**src/rtl/mem_port_arbiter_pkg.sv**
```systemverilog
// Shared memory-port definitions: 2-bit operation encodings, arbiter states, data width.
// Imported by the arbiter and its round-robin selector.
`ifndef TYPE_BW
`define TYPE_BW 16
`endif

package mem_port_arbiter_pkg;

    localparam int TYPE_BW = `TYPE_BW;

    localparam logic [1:0] MEM_OP_NONE  = 2'b00;
    localparam logic [1:0] MEM_OP_READ  = 2'b01;
    localparam logic [1:0] MEM_OP_WRITE = 2'b11;

    typedef enum logic [1:0] {
        IDLE = 2'b00,
        BUSY = 2'b01,
        TURN = 2'b10
    } arb_state_t;

    // 2'b10 is illegal and deliberately counts as "not requesting".
    function automatic logic op_is_request(input logic [1:0] op);
        return (op == MEM_OP_READ) || (op == MEM_OP_WRITE);
    endfunction

    function automatic int idx_width(input int n);
        return (n > 1) ? $clog2(n) : 1;
    endfunction

endpackage

```
**src/rtl/mem_port_arbiter_rr_select.sv**
```systemverilog
// Combinational round-robin pick: first requester after i_last in circular order.
// Zero latency; o_vld low when nobody requests.
module mem_port_arbiter_rr_select
    import mem_port_arbiter_pkg::*;
#(
    parameter int NUM_REQ = 2,
    parameter int IW      = 1
) (
    input  logic [NUM_REQ-1:0] i_req,
    input  logic [IW-1:0]      i_last,
    output logic [NUM_REQ-1:0] o_oh,
    output logic [IW-1:0]      o_idx,
    output logic               o_vld
);

    logic [IW-1:0] w_cand;

    always_comb begin
        o_oh   = '0;
        o_idx  = '0;
        o_vld  = 1'b0;
        w_cand = '0;
        for (int k = 1; k <= NUM_REQ; k++) begin
            w_cand = IW'((int'(i_last) + k) % NUM_REQ);
            if (!o_vld && i_req[w_cand]) begin
                o_vld        = 1'b1;
                o_idx        = w_cand;
                o_oh[w_cand] = 1'b1;
            end
        end
    end

endmodule

```
**src/rtl/mem_port_arbiter.sv**
```systemverilog
// Round-robin arbiter for one memory port: IDLE -> BUSY (until opdone/watchdog) -> TURN.
// Request to mem_operation 1 cycle; opdone to req_opdone 1 cycle; one transaction at a time.
module mem_port_arbiter
    import mem_port_arbiter_pkg::*;
#(
    parameter int NUM_REQ = 2,
    parameter int TIMEOUT = 1024
) (
    input  logic                       clk,
    input  logic                       reset,
    input  logic [2*NUM_REQ-1:0]       req_op,
    input  logic [32*NUM_REQ-1:0]      req_addr,
    input  logic [TYPE_BW*NUM_REQ-1:0] req_wdata,
    output logic [NUM_REQ-1:0]         req_opdone,
    output logic [TYPE_BW-1:0]         req_rdata,
    output logic [1:0]                 mem_operation,
    output logic [31:0]                addr_o,
    output logic [TYPE_BW-1:0]         data_o,
    input  logic                       mem_opdone,
    input  logic [TYPE_BW-1:0]         data_i,
    output logic [NUM_REQ-1:0]         grant,
    output logic                       timeout_err
);

    localparam int            IW      = idx_width(NUM_REQ);
    localparam int            CW      = (TIMEOUT > 1) ? $clog2(TIMEOUT) : 1;
    localparam logic [CW-1:0] WD_LAST = CW'(TIMEOUT - 1);

    arb_state_t    r_state;
    logic [IW-1:0] r_last_grant;
    logic [IW-1:0] r_gidx;
    logic [CW-1:0] r_wd_cnt;

    logic [1:0]         w_op    [NUM_REQ];
    logic [31:0]        w_addr  [NUM_REQ];
    logic [TYPE_BW-1:0] w_wdata [NUM_REQ];
    logic [NUM_REQ-1:0] w_req;
    logic [NUM_REQ-1:0] w_sel_oh;
    logic [IW-1:0]      w_sel_idx;
    logic               w_sel_vld;

    for (genvar g = 0; g < NUM_REQ; g++) begin : g_unpack
        assign w_op[g]    = req_op[2*g +: 2];
        assign w_addr[g]  = req_addr[32*g +: 32];
        assign w_wdata[g] = req_wdata[TYPE_BW*g +: TYPE_BW];
        assign w_req[g]   = op_is_request(w_op[g]);

        a_legal_op: assert property (@(posedge clk) disable iff (!reset) w_op[g] != 2'b10);
    end

    mem_port_arbiter_rr_select #(
        .NUM_REQ (NUM_REQ),
        .IW      (IW)
    ) u_rr_select (
        .i_req  (w_req),
        .i_last (r_last_grant),
        .o_oh   (w_sel_oh),
        .o_idx  (w_sel_idx),
        .o_vld  (w_sel_vld)
    );

    always_ff @(posedge clk or negedge reset) begin
        if (!reset) begin
            r_state       <= IDLE;
            r_last_grant  <= IW'(NUM_REQ - 1);
            r_gidx        <= '0;
            r_wd_cnt      <= '0;
            req_opdone    <= '0;
            req_rdata     <= '0;
            mem_operation <= MEM_OP_NONE;
            addr_o        <= '0;
            data_o        <= '0;
            grant         <= '0;
            timeout_err   <= 1'b0;
        end else begin
            req_opdone  <= '0;
            timeout_err <= 1'b0;
            case (r_state)
                IDLE: begin
                    if (w_sel_vld) begin
                        mem_operation <= w_op[w_sel_idx];
                        addr_o        <= w_addr[w_sel_idx];
                        data_o        <= w_wdata[w_sel_idx];
                        grant         <= w_sel_oh;
                        r_gidx        <= w_sel_idx;
                        r_wd_cnt      <= '0;
                        r_state       <= BUSY;
                    end
                end
                BUSY: begin
                    if (mem_opdone) begin
                        req_opdone    <= grant;
                        req_rdata     <= data_i;
                        r_last_grant  <= r_gidx;
                        mem_operation <= MEM_OP_NONE;
                        grant         <= '0;
                        r_state       <= TURN;
                    end else if ((TIMEOUT != 0) && (r_wd_cnt == WD_LAST)) begin
                        // Abort: the master still gets its completion so it never hangs.
                        timeout_err   <= 1'b1;
                        req_opdone    <= grant;
                        req_rdata     <= '0;
                        r_last_grant  <= r_gidx;
                        mem_operation <= MEM_OP_NONE;
                        grant         <= '0;
                        r_state       <= TURN;
                    end else begin
                        r_wd_cnt <= r_wd_cnt + 1'b1;
                    end
                end
                TURN:    r_state <= IDLE;
                default: r_state <= IDLE;
            endcase
        end
    end

endmodule

```
**config.mk**
```make
export PLATFORM = sky130hd
export DESIGN_NAME = mem_port_arbiter
export DESIGN_NICKNAME = d
export VERILOG_FILES = /design/src/rtl/mem_port_arbiter_pkg.sv /design/src/rtl/mem_port_arbiter_rr_select.sv /design/src/rtl/mem_port_arbiter.sv
export SDC_FILE = /design/constraint.sdc
export NUM_CORES = 1
export LEC_CHECK = 0
export ABC_AREA = 1
export BUFFER_PORTS_ARGS = -buffer_cell sky130_fd_sc_hd__buf_2
export CELL_PAD_IN_SITES_DETAIL_PLACEMENT = 1
export CELL_PAD_IN_SITES_GLOBAL_PLACEMENT = 1
export CORE_MARGIN = 10
export CORE_UTILIZATION = 32
export DETAILED_ROUTE_END_ITERATION = 10
export PLACE_DENSITY = 0.89
export SLEW_MARGIN = 20
export SYNTH_ARGS = -nofsm -noshare
export SYNTH_HDL_FRONTEND = slang
export SYNTH_HIERARCHICAL = 1
export SYNTH_SLANG_ARGS = --single-unit
export TNS_END_PERCENT = 20
```
**constraint.sdc**
```tcl
create_clock -name clk -period 1.8 [get_ports clk]
set_input_delay 0.36 -clock clk [delete_from_list [all_inputs] [get_ports clk]]
set_output_delay 0.36 -clock clk [all_outputs]
set_load 0.02 [all_outputs]
```
==> impl_results.md <==
* Status: completed
* DIE WIDTH at 130 µm
* Clock tree sinks at 85
* Syn. warnings at 6
* Die Y-Extent at 130 µm
* Main synth FF type: dfrtp_1
* First-pass GRT wire length at 22000 µm
* Non-filler cells, final at 812
* Worst path arrival time at 1.80 ns
* ANT nets after route at 0
* Flop2flop setup slack at 0.23 ns
* Critical Path Sink: req_rdata[2]$_DFFE_PN0P_
* Setup TNS at 0 ns
* Yosys top cell by area: dfrtp_1
* # H-tree levels at 3
* Crit path launch type: register
* RSZ-0062 raised after global routing: no
* Tot GR Track Use at 16.3%
* Clock Path Buffers at 2
* Die Area at 0.0170 mm²
* Post-Syn Nets at 594
* Vias per Instance at 4.81
* Hold WS at 0.229 ns
* DRT iter0 DRCs at 165
* Detailed-router iteration count before antenna repair at 4
* Number of global-route vias before repair at 4422
* Reg2Reg Depth at 8
* Clock latency on the worst-skew pair at 0.33 ns
* FF-to-FF End: req_rdata[2]$_DFFE_PN0P_
* Synth async-reset ratio at 100%
* DR vias at 3905
* Worst-path clk slew at 0.06 ns
* LEAKAGE at 2.80 nW
* DP Cell Count at 795
* Skew final at 0.00495 ns
* Cells after Synth at 474
* CP Class: register to register
* Worst setup EP type: register
* Power Total at 0.00916 W
* Avg Synthesized Cell Area at 8.21 µm²
* # IOs at 190
* Post-Syn Area at 0.00389 mm²
* Power density over cell area at 1710 mW/mm²
* Initial antenna violation count at 1
* CTS tree: built
* Clock root cell: clkbuf_16
* Final HPWL DP at 11000 µm
* Synth Register Bits at 85
* NumNets Final at 780
* Max Slew Vio Count at 0
* Worst EP required at 2.02 ns
* Hold Path Depth at 3
* Final-report setup violation count at 0
* Reg2Reg Launch Point: r_wd_cnt[0]$_DFFE_PN0P_
* Post-layout minimum cycle time at 1.57 ns
* Worst vdd ir at 631 µV
* Slowest cell on crit path: dfrtp_1
* Syn-to-layout area delta at 37.6%
* Grt ovf at 0
* Max-cap violations at 0
* Initial Util at 32.6%
* Tcrit/Tclk final at 87.3%
* Total core area at 0.0120 mm²
* WL final at 13700 µm
* Drt wl/cell at 16.8 µm
* CTS Buf Count at 9
* Layout cells sized above 1 at 34.8%
* Worst-Margin Slew at 0.480 ns
* Largest net degree at the start of global routing at 51
* CP dominant cell by count: nand2_1
* Sequential fraction of the synthesis area at 54.7%
* Gpl congestion at 0.782
* Hold WC Path Type: input pin to register
* Most common cell after layout, fill and taps aside: nand2_1
* Fmax at 636 MHz
* Worst setup startpoint: r_wd_cnt[0]$_DFFE_PN0P_
* Post-synth EDFFs at 0
* Crit path cell chain: ha_1 -> nand2_1 -> nor2_4 -> nand3_4 -> nand2_4 -> nand2_4 -> nand2_1 -> nand2_1
* Rows at 40
* DRC at 0
* Top cell type's share of synthesized area at 54.0%
* Final hold viol count at 0
* IO buf count at 189
* Commonest cells after routing, fill and taps aside: nand2_1 (192), buf_2 (188), dfrtp_1 (84)
* Synth unique cells at 31
* Normalized max-slew margin at 68.0%
* CP Max Fanout at 19
* Post-CTS setup buffer count at 0
* Final core utilization at 44.8%
* Slowest stage delay, CP at 0.41 ns
* Synth top area cells: dfrtp_1 (54%), nand2_1 (19%), a31oi_1 (7.7%), nor2_1 (5.0%), nand3_1 (2.4%)
==> kinds of logic (layout without fill, tap and decap cells) <==
group | after synthesis | count (layout) | share of synthesized area (%)
adders and majority gates | 1 | 1 | 0.321
other | 0 | 1 | 0
and+or+nand+nor | 281 | 281 | 29.9
buffers and inverters | 46 | 236 | 5.33
AOI/OAI and AO/OA | 59 | 59 | 9.29
DFF | 85 | 85 | 54.7
xor gates and xnor gates | 2 | 2 | 0.450
==> metal layers <==
metal  wire length (µm)  track usage [%]  vias up
met2               7150             29.4      117
met4                225             5.75        0
li1                   -                -     1896
met5                  0                0        -
met1               5310             17.2     1877
met3                976             5.60       15
==> Yosys cell counts, types with 2 or more instances <==
cell,n
a21oi_1,5
a31oi_1,48
buf_2,13
buf_6,2
clkbuf_1,11
dfrtp_1,84
inv_1,16
inv_2,2
nand2_1,192
nand2_4,3
nand3_1,19
nand4_1,2
nor2_1,52
nor2_2,3
nor2_4,3
nor3_1,2
o21ai_0,3
==> where the power goes <==
part	internal [W]	switching, W	total (W)	leakage, nW
Combinational	0.00137	0.00271	0.00408	1.65
Sequential	0.00275	0.000481	0.00323	1.01
Clock	0.00115	0.000702	0.00185	0.143
==> repair_timing <==
action	CTS	global route
resized for setup	0	1
endpoints found under the setup margin	0	1
hold endpoints to repair	27	0
hold buffers	1	0
==> worst max-delay path: cells and delay by family (launching register included) <==
kind	cells	cell delay, ns
adder cells (fa/ha/maj)	1	0.19
AND/OR/NAND/NOR	7	0.85
flip-flops	1	0.41
==> state kept, by name, summed over array words and instances (netlist names) <==
signal and flops:
addr_o 32, r_gidx 1, data_o 16, mem_operation 2, grant 2, req_opdone 2
r_state 2, req_rdata 16, timeout_err 1, r_wd_cnt 10, r_last_grant 1
==> cell type report <==
cell class	instances	area [µm²]
fill	1499	6610
sequential	85	2130
antenna	1	2.50
multi-input combinational	343	1580
timing repair buffer	202	1100
clock inverter	1	30.0
clock buffer	14	264
inverter	19	71.3
tap	147	184
==> per-stage QoR <==
step | area [µm²] | worst slack, ns
after detailed placement | 5040 | 0.207
final | 5360 | 0.229
after floorplan | 3890 | 0.395
after CTS | 5350 | 0.189
after global routing | 5360 | 0.0301
after global placement | 5040 | 0.280
==> worst min path at each step <==
stage	from	end	slack, ns
CTS	data_i[10]	req_rdata[10]$_DFFE_PN0P_	0.21
detailed placement	reset	req_rdata[2]$_DFFE_PN0P_	0.34
floorplan	reset	addr_o[0]$_DFFE_PN0P_	0.06
global route	data_i[11]	req_rdata[11]$_DFFE_PN0P_	0.23
global placement	reset	req_rdata[15]$_DFFE_PN0P_	0.33
finish	data_i[11]	req_rdata[11]$_DFFE_PN0P_	0.23
(Power assumes the default switching activity.)
